**src/rtl/simple_uart_transmitter.sv**
```systemverilog
`default_nettype none
// ============================================================================
// simple_uart_transmitter : 8N1 UART transmitter fed by a 2^FIFO_AW byte FIFO
// Revision 1.0 - initial release
// ============================================================================
module simple_uart_transmitter #(
    parameter int CLKS_PER_BIT = 2170,
    parameter int FIFO_AW      = 4
) (
    input  logic               i_clk,
    input  logic               i_rst,
    input  logic [7:0]         i_dat,
    input  logic               i_dat_vld,
    output logic               o_rdy,
    output logic               o_tx,
    output logic               o_busy,
    output logic [FIFO_AW:0]   o_level
);

    localparam int                DEPTH    = 1 << FIFO_AW;
    localparam int                CW       = (CLKS_PER_BIT > 1) ? $clog2(CLKS_PER_BIT) : 1;
    localparam logic [CW-1:0]     CNT_LAST = CW'(CLKS_PER_BIT - 1);
    localparam logic [FIFO_AW:0]  LVL_FULL = (FIFO_AW + 1)'(DEPTH);

    typedef enum logic [1:0] {
        IDLE  = 2'd0,
        START = 2'd1,
        DATA  = 2'd2,
        STOP  = 2'd3
    } state_t;

    // FIFO storage and pointers (MSB of each pointer separates full from empty)
    logic [7:0]       mem_q [DEPTH];
    logic [FIFO_AW:0] wr_ptr_q, wr_ptr_d;
    logic [FIFO_AW:0] rd_ptr_q, rd_ptr_d;
    logic             rdy_q, rdy_d;

    // Transmit engine
    state_t           state_q, state_d;
    logic [CW-1:0]    cnt_q, cnt_d;
    logic [2:0]       idx_q, idx_d;
    logic [7:0]       shift_q, shift_d;
    logic             tx_q, tx_d;
    logic             launch_q, launch_d;

    logic             push;
    logic             pop;
    logic             empty;
    logic             full;
    logic             wrap;
    logic [CW-1:0]    cnt_inc;
    logic [FIFO_AW:0] level;
    logic [FIFO_AW:0] level_nxt;
    logic [7:0]       head;

    assign push      = i_dat_vld && rdy_q;
    assign level     = wr_ptr_q - rd_ptr_q;
    assign empty     = (wr_ptr_q == rd_ptr_q);
    assign full      = (level == LVL_FULL);
    assign head      = mem_q[rd_ptr_q[FIFO_AW-1:0]];
    assign wrap      = (cnt_q == CNT_LAST);
    assign cnt_inc   = wrap ? '0 : cnt_q + 1'b1;

    assign wr_ptr_d  = wr_ptr_q + (FIFO_AW + 1)'(push);
    assign rd_ptr_d  = rd_ptr_q + (FIFO_AW + 1)'(pop);
    assign level_nxt = wr_ptr_d - rd_ptr_d;
    // Falls on the edge that fills the FIFO, rises one edge after it stops being full
    assign rdy_d     = !full && (level_nxt != LVL_FULL);

    always_comb begin
        state_d  = state_q;
        cnt_d    = cnt_q;
        idx_d    = idx_q;
        shift_d  = shift_q;
        tx_d     = tx_q;
        launch_d = launch_q;
        pop      = 1'b0;
        unique case (state_q)
            IDLE: begin
                tx_d  = 1'b1;
                cnt_d = '0;
                // Pop first, start the frame on the following edge
                if (launch_q) begin
                    state_d  = START;
                    tx_d     = 1'b0;
                    launch_d = 1'b0;
                end else if (!empty) begin
                    pop      = 1'b1;
                    shift_d  = head;
                    launch_d = 1'b1;
                end
            end
            START: begin
                cnt_d = cnt_inc;
                if (wrap) begin
                    state_d = DATA;
                    idx_d   = 3'd0;
                    tx_d    = shift_q[0];
                end
            end
            DATA: begin
                cnt_d = cnt_inc;
                if (wrap) begin
                    if (idx_q == 3'd7) begin
                        state_d = STOP;
                        tx_d    = 1'b1;
                    end else begin
                        idx_d   = idx_q + 3'd1;
                        shift_d = shift_q >> 1;
                        tx_d    = shift_q[1];
                    end
                end
            end
            STOP: begin
                cnt_d = cnt_inc;
                if (wrap) begin
                    if (!empty) begin
                        pop     = 1'b1;
                        shift_d = head;
                        state_d = START;
                        tx_d    = 1'b0;
                    end else begin
                        state_d = IDLE;
                        tx_d    = 1'b1;
                    end
                end
            end
            default: begin
                state_d = IDLE;
                tx_d    = 1'b1;
            end
        endcase
    end

    always_ff @(posedge i_clk) begin
        if (i_rst) begin
            state_q  <= IDLE;
            cnt_q    <= '0;
            idx_q    <= 3'd0;
            shift_q  <= 8'd0;
            tx_q     <= 1'b1;
            launch_q <= 1'b0;
            wr_ptr_q <= '0;
            rd_ptr_q <= '0;
            rdy_q    <= 1'b0;
        end else begin
            state_q  <= state_d;
            cnt_q    <= cnt_d;
            idx_q    <= idx_d;
            shift_q  <= shift_d;
            tx_q     <= tx_d;
            launch_q <= launch_d;
            wr_ptr_q <= wr_ptr_d;
            rd_ptr_q <= rd_ptr_d;
            rdy_q    <= rdy_d;
        end
    end

    always_ff @(posedge i_clk) begin
        if (push) begin
            mem_q[wr_ptr_q[FIFO_AW-1:0]] <= i_dat;
        end
    end

    assign o_rdy   = rdy_q;
    assign o_tx    = tx_q;
    assign o_busy  = (state_q != IDLE);
    assign o_level = level;

endmodule
`default_nettype wire

```
**config.mk**
```make
export PLATFORM = sky130hd
export DESIGN_NAME = simple_uart_transmitter
export DESIGN_NICKNAME = d
export VERILOG_FILES = /design/src/rtl/simple_uart_transmitter.sv
export SDC_FILE = /design/constraint.sdc
export NUM_CORES = 1
export LEC_CHECK = 0
export ABC_AREA = 1
export BUFFER_PORTS_ARGS = -buffer_cell sky130_fd_sc_hd__buf_2
export CAP_MARGIN = 5
export CORE_ASPECT_RATIO = 0.7
export CORE_MARGIN = 8
export CORE_UTILIZATION = 55
export CTS_CLUSTER_DIAMETER = 80
export CTS_CLUSTER_SIZE = 25
export DETAILED_ROUTE_END_ITERATION = 10
export PLACE_DENSITY = 0.72
export SLEW_MARGIN = 20
export SYNTH_ARGS = -nofsm -noshare
export SYNTH_HDL_FRONTEND = slang
export SYNTH_SLANG_ARGS = --single-unit
export TNS_END_PERCENT = 20
```
**constraint.sdc**
```tcl
create_clock -name i_clk -period 5.6 [get_ports i_clk]
set_input_delay 0.28 -clock i_clk [delete_from_list [all_inputs] [get_ports i_clk]]
set_output_delay 0.28 -clock i_clk [all_outputs]
set_load 0.02 [all_outputs]
```
==> results of run 1 <==
## routing by layer
metal	vias up	share of wire	wire length [um]	track usage
met3	21	0.063	1040	0.0423
li1	2628	-	-	-
met5	-	0	0	0
met4	0	0.014	230	0.0651
met1	2526	0.47	7830	0.270
met2	177	0.45	7500	0.300
## worst max-delay path by stage
stage,start,to,slack (ns)
6_report,rd_ptr_q[2]$_SDFF_PP0_,o_rdy$_SDFF_PP0_,1.74
5_1_grt,rd_ptr_q[2]$_SDFF_PP0_,o_rdy$_SDFF_PP0_,1.34
4_1_cts,rd_ptr_q[2]$_SDFF_PP0_,o_rdy$_SDFF_PP0_,1.78
3_5_place_dp,rd_ptr_q[2]$_SDFF_PP0_,o_rdy$_SDFF_PP0_,1.81
3_3_place_gp,rd_ptr_q[2]$_SDFF_PP0_,o_rdy$_SDFF_PP0_,1.95
2_1_floorplan,rd_ptr_q[1]$_SDFF_PP0_,o_rdy$_SDFF_PP0_,2.53
## power by group through the flow
stage / combinational, uW / clock, uW / sequential (uW)
floorplan: 845 / 0 / 1460
global placement: 1050 / 0 / 1450
detailed placement: 1080 / 0 / 1460
CTS: 1080 / 1210 / 1430
global route: 1240 / 1260 / 1440
finish: 1090 / 1210 / 1430
## synthesized netlist by cell type (all sizes together) (2+ instances only)
master  count  area share
a21oi      26       0.018
edfxtp    128        0.51
xor2        6      0.0070
nand2     198        0.10
nand4       2      0.0017
nor2      134       0.067
ha         20       0.033
xnor2       5      0.0058
nor3b       4      0.0047
buf        19       0.017
o21ai      31       0.021
clkinv      2      0.0010
clkbuf     10      0.0050
inv        76       0.038
nand3      75       0.051
dfxtp      38        0.10
nor3        5      0.0033
or2         3      0.0025
## metrics by stage
stage                     power [uW]   util  instance area (sq um)  setup WS (ns)  instances
final                           3720  0.627                   8310           1.74       1001
after global routing            3940  0.627                   8310           1.34       1001
after CTS                       3730  0.627                   8310           1.78       1001
after detailed placement        2540  0.581                   7700           1.81        969
after global placement          2510  0.581                   7700           1.95        969
after floorplan                 2310      -                   7530           2.53        792
## worst reg2reg max path, stage by stage, from the launching register on
cell and delay [ns]:
dfxtp_1 0.60, clkinv_1 0.38, ha_1 0.48, nand2_1 0.10, nor2_1 0.20, nand2_1 0.12
inv_1 0.09, nor2_1 0.05, a31oi_1 0.14, nor2_1 0.07, ha_1 0.21, ha_1 0.28
inv_1 0.05, ha_1 0.29, nand2_1 0.05, nand2_1 0.08, nand2_1 0.05, nand2_1 0.07
nand2_1 0.06, inv_1 0.07, nor2_1 0.04, nor2_1 0.10, nand3_1 0.09, nand2_1 0.06
inv_1 0.03
## cell families (layout without fill, tap and decap cells)
group           Yosys count  after routing  synth area share
xor+xnor                 11             11            0.0128
flops                   166            166             0.612
fa+ha+maj                21             21            0.0359
compound gates           63             63            0.0449
simple gates            424            424             0.234
buf+inv                 107            131            0.0612
## flip-flops by register name (all words and copies together) (netlist names)
name / cells
mem_q: 128
cnt_q: 12
shift_q: 8
rd_ptr_q: 5
wr_ptr_q: 5
idx_q: 3
state_q: 2
launch_q: 1
o_rdy: 1
o_tx: 1
## cell type report
type	count	area [sq um]
multi-input combinational	519	2460
tap	185	231
clock inverter	15	184
inverter	78	293
clock buffer	17	425
timing repair buffer	21	113
sequential	166	4610
fill	1092	4950
## cell usage in the layout (no fill, tap or decap), drive strengths merged, types with 2 or more instances in the layout
cell type / n
edfxtp: 128
nor2: 134
a21oi: 26
nand3: 75
o21ai: 31
nand2: 198
bufinv: 2
dfxtp: 38
nor3b: 4
xor2: 6
clkinv: 6
buf: 21
xnor2: 5
nand4: 2
nor3: 5
inv: 85
clkbuf: 17
ha: 20
or2: 3
==> metrics.md, run 1 <==
| Metric | Value |
|---|---|
| Die Span X | 156 um |
| Clock Power Share | 0.324 |
| Post-DRT Antenna Nets | 0 |
| Static Leak | 0.00334 uW |
| Setup Buffers After CTS | 0 |
| Antenna cells | 0 |
| Post-synth cell types | 38 |
| Synth warnings | 0 |
| Net Sw Frac | 0.353 |
| Reg2Reg Setup Slack | 1.74 ns |
| Max Fanout on Critical Path | 13 |
| Inserted Clock Buffers | 17 |
| Worst setup path class | reg2reg |
| Syn_area_per_cell | 9.50 sq um |
| Crit-path leading delay family | adder cells |
| Seq cells post-synth | 166 |
| Unrepaired setup endpoints after global routing | no |
| Hold path depth | 1 |
| Die area | 17700 sq um |
| DP HPWL | 11100 um |
| CTS clk-pin slew, worst paths | 0.07 ns |
| Cells after Synth | 792 |
| CP Capture Type | flip-flop |
| Worst hold endpoint | mem_q[3][3]$_DFFE_PP_ |
| Asr flop ratio synth | 0 |
| Hold wc startpoint | i_dat[3] |
| Critical path's slowest cell | dfxtp_1 |
| Port Buffers | 18 |
| Die Height | 114 um |
| P&R area growth vs syn | 10.5% |
| Worst EP required | 5.93 ns |
| Clock Root Buffer | clkbuf_16 |
| Starting density of the core | 0.567 |
| Drt pass-1 iters | 5 |
| Post-CTS sizing | 0 |
| Pwr dens | 448 nW/um^2 |
| Count of buffer and inverter cells on the critical path | 5 |
| Worst reg2reg endpoint | o_rdy$_SDFF_PP0_ |
| Routed len/inst | 16.6 um |
| Final nets | 835 |
| Initial DRC count | 526 |
| Slew Viols, Final | 0 |
| Ports | 19 |
| GR Overflow Total | 0 |
| Hold Vio Cnt, Final | 0 |
| Core Footprint | 13300 sq um |
| Vias | 5352 |
| Final period utilization | 0.690 |
| Post-DR vias/cell | 5.35 |
| Vias in the first global route | 5169 |
| Startpoint Class | flip-flop |
| IR drop worst, VDD | 0.233 mV |
| Cells on worst reg2reg path | 24 |
| Share of power burned in registers | 0.385 |
| Ratio of cells with drive above 1 in the final layout | 0.0870 |
| Critical Path Max Stage Delay | 0.60 ns |
| CTS tree | built |
| Slew @ Worst Pin | 0.920 ns |
| Fmax achieved | 259 MHz |
| Max clock buf depth | 2 |
| Hold Slack | 0.266 ns |
| Post-synthesis sequential area ratio | 0.612 |
| Post-Syn Nets | 824 |
| Hold buffer count at CTS | 0 |
| NetSw | 1310 uW |
| Fin crit period | 3.86 ns |
| Number of core rows | 35 |
| First-pass GRT wire length | 26700 um |
| Largest net degree at the start of global routing | 73 |
| DRC viols | 0 |
| CP Data Arrival Time | 4.20 ns |
| Post-synth top flop | edfxtp_1 |
| Routed WL | 16600 um |
| Cells along the critical path | clkinv_1 -> ha_1 -> nand2_1 -> nor2_1 -> nand2_1 -> inv_1 -> nor2_1 -> a31oi_1 -> nor2_1 -> ha_1 -> ha_1 -> inv_1 -> ha_1 -> nand2_1 -> nand2_1 -> nand2_1 -> nand2_1 -> nand2_1 -> inv_1 -> nor2_1 -> nor2_1 -> nand3_1 -> nand2_1 -> inv_1 |
| Total global-route track usage | 0.195 |
| Antenna violations before repair | 0 |
| Final setup viols | 0 |
| Clk Latency, worst-skew pair | 0.43 ns |
| Tightest Hold Check Type | in2reg |
| H-tree depth | 4 |
| Status | complete, no violations |
| EDFF count, synth | 128 |
| Levels on crit path | 24 |
| Max_slew headroom | 0.386 |
| Cell mode on critical path | nand2_1 |
| Clock Skew | 0.0122 ns |
| Routability cong. | 0.866 |
| Setup Total Neg Slack | 0 ns |
| Combinational share of power | 0.292 |
| Max Cap Viol | 0 |
| R2R Path Start | rd_ptr_q[2]$_SDFF_PP0_ |
| Post-Syn Area | 7530 sq um |
| Internal | 2410 uW |
| Sink Count | 166 |
No activity file was read; power rests on OpenSTA's default activity.
==> run 2, diff against run 1 <==
Settings changed: ABC_AREA 1 to 0.
Clock period 5.6 ns to 3.67 ns, I/O delays scaled along.
==> run 2 against run 1 <==
  * Cell area is 5.5% lower
  * Sequential power is 52% higher
  * Total power is 32% higher
  * Clock skew is 0.0054 ns higher
  * Global-route usage is 2.1 points lower
  * Count of clock-buffer cells in the layout stayed put
  * Critical endpoint unchanged
  * Final cell count is 33% lower
  * Largest cell class unchanged
  * Hold slack worse by 0.12 ns
  * Flip-flop and latch count stayed put
  * Highest routed layer unchanged
==> metrics.md, run 2 <==
| Metric | Value |
|---|---|
| Setup Total Neg Slack | 0 ns |
| Cell mode on critical path | ha_1 |
| Sink Count | 166 |
| Fin crit period | 3.25 ns |
| Port Buffers | 18 |
| Syn_area_per_cell | 14.9 sq um |
| Static Leak | 0.00262 uW |
| Die Height | 110 um |
| Total Power | 4930 uW |
| Crit-path leading delay family | adder cells |
| Max Fanout on Critical Path | 8 |
| Worst setup path class | reg2reg |
| Area leader, netlist | edfxtp_1 |
| Slew @ Worst Pin | 0.896 ns |
| Vias in the first global route | 3918 |
| Final period utilization | 0.885 |
| First-pass GRT wire length | 22100 um |
| Final setup viols | 0 |
| Cells after Synth | 471 |
| Post-DRT Antenna Nets | 0 |
| CTS clk-pin slew, worst paths | 0.08 ns |
| Post-synth cell types | 57 |
| Starting density of the core | 0.565 |
| Filler Cell Count | 883 |
| Critical Path Max Stage Delay | 0.45 ns |
| Post-Syn Area | 7020 sq um |
| Number of core rows | 34 |
| Max Cap Viol | 0 |
| P&R area growth vs syn | 12.0% |
| Clock Skew | 0.0176 ns |
| DP HPWL | 9460 um |
| Count of buffer and inverter cells on the critical path | 1 |
| Post-CTS sizing | 0 |
| Routed len/inst | 21.0 um |
| Post-Syn Nets | 503 |
| CP Capture Type | flip-flop |
| CP Data Arrival Time | 3.53 ns |
| Setup Buffers After CTS | 0 |
| Commonest non-fill, non-tap cells in the layout | edfxtp_1, nor2_1, dfxtp_1 |
| Max clock buf depth | 2 |
| Drt pass-1 iters | 5 |
| Asr flop ratio synth | 0 |
| Initial DRC count | 411 |
| Routability cong. | 0.885 |
| Antenna cells | 0 |
| DRC viols | 0 |
| Status | complete, no violations |
| Pwr dens | 627 nW/um^2 |
| Hold buffer count at CTS | 0 |
| Share of the synthesized area in the top cell type | 0.548 |
| Storage cell area | 4610 sq um |
| Post-DR vias/cell | 5.99 |
| Seq cells post-synth | 166 |
| CTS tree | built |
| Core Footprint | 12400 sq um |
| Largest register FFs | 128 |
| GR Overflow Total | 0 |
| Hold Vio Cnt, Final | 0 |
| Inserted Clock Buffers | 17 |
| Area occupied by multi-input gates | 2270 sq um |
| Slew Viols, Final | 0 |
| Die area | 16700 sq um |
| H-tree depth | 4 |
| Ratio of cells with drive above 1 in the final layout | 0.190 |
| Unrepaired setup endpoints after global routing | no |
| EDFF count, synth | 128 |
| Antenna violations before repair | 0 |
| Fmax achieved | 308 MHz |
| Cells along the critical path | inv_1 -> ha_1 -> nand4_1 -> nor2_1 -> nor3_1 -> ha_1 -> ha_1 -> xnor2_1 -> ha_1 -> nor3b_1 -> nand3_1 -> a31oi_1 -> a2111oi_0 |
| Ports | 19 |
| Critical path's slowest cell | dfxtp_1 |
| Vias | 4032 |
| Commonest non-fill, non-tap cell in the layout | edfxtp_1 |
| IR drop worst, VDD | 0.486 mV |
| Worst EP required | 3.95 ns |
| Largest net degree at the start of global routing | 42 |
| Top-count cell post-synth | edfxtp_1 |
| Clock Root Buffer | clkbuf_16 |
| Startpoint Class | flip-flop |
| Max_slew headroom | 0.400 |
| Most frequent cells after synthesis | edfxtp_1, nor2_1, dfxtp_1, mux4_2 |
| Ranking of synthesized cells by area | edfxtp_1, dfxtp_1, mux4_2 |
| Post-synth top flop | edfxtp_1 |
| Post-synthesis sequential area ratio | 0.656 |
| Final nets | 530 |
| Total global-route track usage | 0.175 |
| Tightest Hold Check Type | in2reg |
| Die Span X | 151 um |
| Routed WL | 14200 um |
| Clk Latency, worst-skew pair | 0.43 ns |
| Synth warnings | 0 |
run 2: changes by cell type after synthesis, moves of 14 or more:
| cell | previous run | this run |
|---|---|---|
| mux2i_1 | 0 | 14 |
| nor2_1 | 132 | 43 |
| inv_1 | 72 | 15 |
| nand2_1 | 194 | 20 |
| o21ai_0 | 30 | 7 |
| mux4_2 | 0 | 26 |
| nand3_1 | 73 | 14 |
run 2: per-layer routing:
metal,wire length (um),GRT usage,vias up,part of all wire
met3,825,0.0412,16,0.058
li1,-,-,1855,-
met5,0,0,-,0
met2,6500,0.257,146,0.46
met1,6680,0.255,2015,0.47
met4,143,0.0454,0,0.010
run 2: path summary, 6_finish.rpt:
path	start	end	slack, ns	depth (start not counted)
max	rd_ptr_q[2]$_SDFF_PP0_	o_rdy$_SDFF_PP0_	0.42	13
min	i_dat[1]	mem_q[15][1]$_DFFE_PP_	0.14	1
max reg2reg	rd_ptr_q[2]$_SDFF_PP0_	o_rdy$_SDFF_PP0_	0.42	13
min reg2reg	shift_q[4]$_SDFFE_PP0P_	shift_q[4]$_SDFFE_PP0P_	0.46	1
run 2: cell families (layout without fill, tap and decap cells):
| kind of cell | after synthesis | count (layout) | share of synthesized area |
|---|---|---|---|
| mux | 40 | 40 | 0.103 |
| buf+inv | 34 | 74 | 0.0200 |
| xor+xnor | 20 | 20 | 0.0250 |
| compound gates | 62 | 62 | 0.0637 |
| simple gates | 128 | 128 | 0.0931 |
| fa+ha+maj | 21 | 21 | 0.0385 |
| flops | 166 | 166 | 0.656 |
run 2: cell type report:
cell class / instances / area share
flip-flops and latches: 166 / 0.586
well taps: 162 / 0.0258
multi-input cells: 271 / 0.289
clock inverters: 15 / 0.0174
repair buffers: 27 / 0.0201
inverters: 15 / 0.00717
clock buffers: 17 / 0.0541
run 2: report_power, final:
part / internal, uW / leakage [uW] / switching (uW) / total, uW
clock: 899 / 0.000281 / 794 / 1690
sequential: 2120 / 0.00146 / 56.3 / 2170
combinational: 453 / 0.000873 / 610 / 1060
run 2: through the flow:
step           utilization  std cells  hold WS [ns]  area (sq um)  setup slack, ns
2_1_floorplan            -        471         0.282          7020            0.462
3_3_place_gp         0.587        641         0.441          7290            0.660
3_5_place_dp         0.587        641         0.449          7290            0.475
4_1_cts              0.632        673         0.146          7860            0.458
5_1_grt              0.632        673         0.154          7860            0.153
6_report             0.632        673         0.144          7860            0.423
==> run 3, diff against run 2 <==
Settings changed: PLACE_DENSITY 0.72 to not set, PLACE_DENSITY_LB_ADDON set to 0.3.
==> run 3 against run 2 <==
  * Critical path type unchanged
  * Core utilization grew 0.22 points
  * Sequential share of layout area down 0.20 points
  * Critical path depth unchanged
  * Critical endpoint unchanged
==> metrics.md, run 3 (synthesized netlist as in run 2, its figures left out) <==
| Metric | Value |
|---|---|
| Status | complete, no violations |
| Hold wc startpoint | i_rst |
| Routability cong. | 0.831 |
| Number of core rows | 34 |
| Critical path's slowest cell | a2111oi_0 |
| Clock Root Buffer | clkbuf_16 |
| Routed len/inst | 20.8 um |
| Max Cap Viol | 0 |
| Unrepaired setup endpoints after global routing | no |
| Reg2Reg Setup Slack | 0.34 ns |
| Largest register FFs | 128 |
| Crit-path leading delay family | simple AND/OR/NAND/NOR gates |
| Final nets | 531 |
| Slew Viols, Final | 0 |
| IR drop worst, VDD | 0.367 mV |
| Startpoint Class | flip-flop |
| Largest net degree at the start of global routing | 42 |
| Worst setup path class | reg2reg |
| Tightest Hold Check Type | in2reg |
| Total global-route track usage | 0.177 |
| Cell mode on critical path | ha_1 |
| Commonest non-fill, non-tap cell in the layout | edfxtp_1 |
| Worst EP required | 3.96 ns |
| Critical Path Max Stage Delay | 0.43 ns |
| Slew @ Worst Pin | 0.878 ns |
| Worst hold endpoint | rd_ptr_q[1]$_SDFF_PP0_ |
| Cells along the critical path | ha_1 -> nand4bb_1 -> nor3_4 -> a21oi_1 -> nor3_1 -> ha_1 -> nand3_1 -> xnor2_1 -> ha_1 -> and3_1 -> nand3_1 -> a31oi_1 -> a2111oi_0 |
| First-pass GRT wire length | 22300 um |
| Filler Cell Count | 895 |
| GR Overflow Total | 0 |
| DRC viols | 0 |
| Cells on worst reg2reg path | 13 |
| Die Span X | 151 um |
| Dpl cells | 639 |
| Area occupied by multi-input gates | 2270 sq um |
| Port Buffers | 18 |
| Post-DR vias/cell | 6.05 |
| P&R area growth vs syn | 12.4% |
| Max_slew headroom | 0.412 |
| Commonest non-fill, non-tap cells in the layout | edfxtp_1, nor2_1, dfxtp_1 |
| Post-Layout Cell Count | 674 |
| CTS clk-pin slew, worst paths | 0.07 ns |
| Clock Skew | 0.0157 ns |
| Hold Slack | 0.149 ns |
| Final period utilization | 0.906 |
| Max clock buf depth | 2 |
| Post-route cell area | 7880 sq um |
| Starting density of the core | 0.565 |
| Hold Vio Cnt, Final | 0 |
| Ports | 19 |
| Worst reg2reg endpoint | o_rdy$_SDFF_PP0_ |
| Initial DRC count | 312 |
| Ratio of cells with drive above 1 in the final layout | 0.191 |
| Final worst slack | 0.343 ns |
| DP HPWL | 9310 um |
| H-tree depth | 4 |
| Fmax achieved | 301 MHz |
| Inserted Clock Buffers | 17 |
| Die area | 16700 sq um |
| Sink Count | 166 |
| Hold path depth | 2 |
| Post-DRT Antenna Nets | 0 |
| Antenna violations before repair | 0 |
| Vias in the first global route | 3988 |
| Storage cell area | 4610 sq um |
| R2R Path Start | cnt_q[0]$_SDFF_PP0_ |
| Final setup viols | 0 |
| CP Capture Type | flip-flop |
| Fin crit period | 3.33 ns |
| Core Footprint | 12400 sq um |
| Clk Latency, worst-skew pair | 0.43 ns |
| Drt pass-1 iters | 5 |
| CTS tree | built |
| Max Fanout on Critical Path | 5 |
| Placed cell area | 7280 sq um |
| Static Leak | 0.00263 uW |
| Setup Total Neg Slack | 0 ns |
| Die Height | 110 um |
| Place WS | 0.354 ns |
| Count of buffer and inverter cells on the critical path | 0 |
| Vias | 4078 |
| Routed WL | 14000 um |
| Pwr dens | 629 nW/um^2 |
| Antenna cells | 0 |
| Post-CTS sizing | 0 |
| CP Data Arrival Time | 3.62 ns |
[run 3: changes by cell type in the layout (fill, tap and decap cells not counted), sizes merged]
cell	before	now
buf	27	28
inv	25	24
clkinv	4	5
[run 3: where the power goes]
group / switching (uW) / internal [uW] / total, uW
clock network: 825 / 911 / 1740
registers: 57.0 / 2120 / 2170
logic: 602 / 450 / 1050
total: 1480 / 3480 / 4960
[run 3: metrics by stage]
stage	total power, uW	utilization
floorplan	2990	-
global placement	3220	0.586
detailed placement	3260	0.586
CTS	4970	0.633
global route	5160	0.635
finish	4960	0.635
[run 3: cell type report]
class,instances,share of cell area
clock inverters,15,0.0198
clock buffers,17,0.0540
multi-input cells,271,0.288
well taps,162,0.0257
inverters,15,0.00714
flip-flops and latches,166,0.584
repair buffers,28,0.0209
[run 3: worst max-delay path by stage]
stage	start	to	slack (ns)	cells after the start
detailed placement	cnt_q[0]$_SDFF_PP0_	o_rdy$_SDFF_PP0_	0.35	13
finish	cnt_q[0]$_SDFF_PP0_	o_rdy$_SDFF_PP0_	0.34	13
CTS	cnt_q[0]$_SDFF_PP0_	o_rdy$_SDFF_PP0_	0.31	13
global placement	cnt_q[0]$_SDFF_PP0_	o_rdy$_SDFF_PP0_	0.54	13
global route	cnt_q[0]$_SDFF_PP0_	o_rdy$_SDFF_PP0_	0.08	13
floorplan	rd_ptr_q[1]$_SDFF_PP0_	o_rdy$_SDFF_PP0_	0.46	15
[run 3: repair_timing]
action | 4_1_cts | 5_1_grt
hold buffers | 0 | 0
buffers inserted | 0 | 3
setup endpoints to repair | 0 | 1
[run 3: layer usage]
metal  global-route usage  share of wire  vias up
li1                     -              -     1867
met1                0.254           0.45     2057
met2                0.255           0.47      136
met3               0.0526          0.067       18
met4               0.0546          0.012        0
met5                    0              0        -
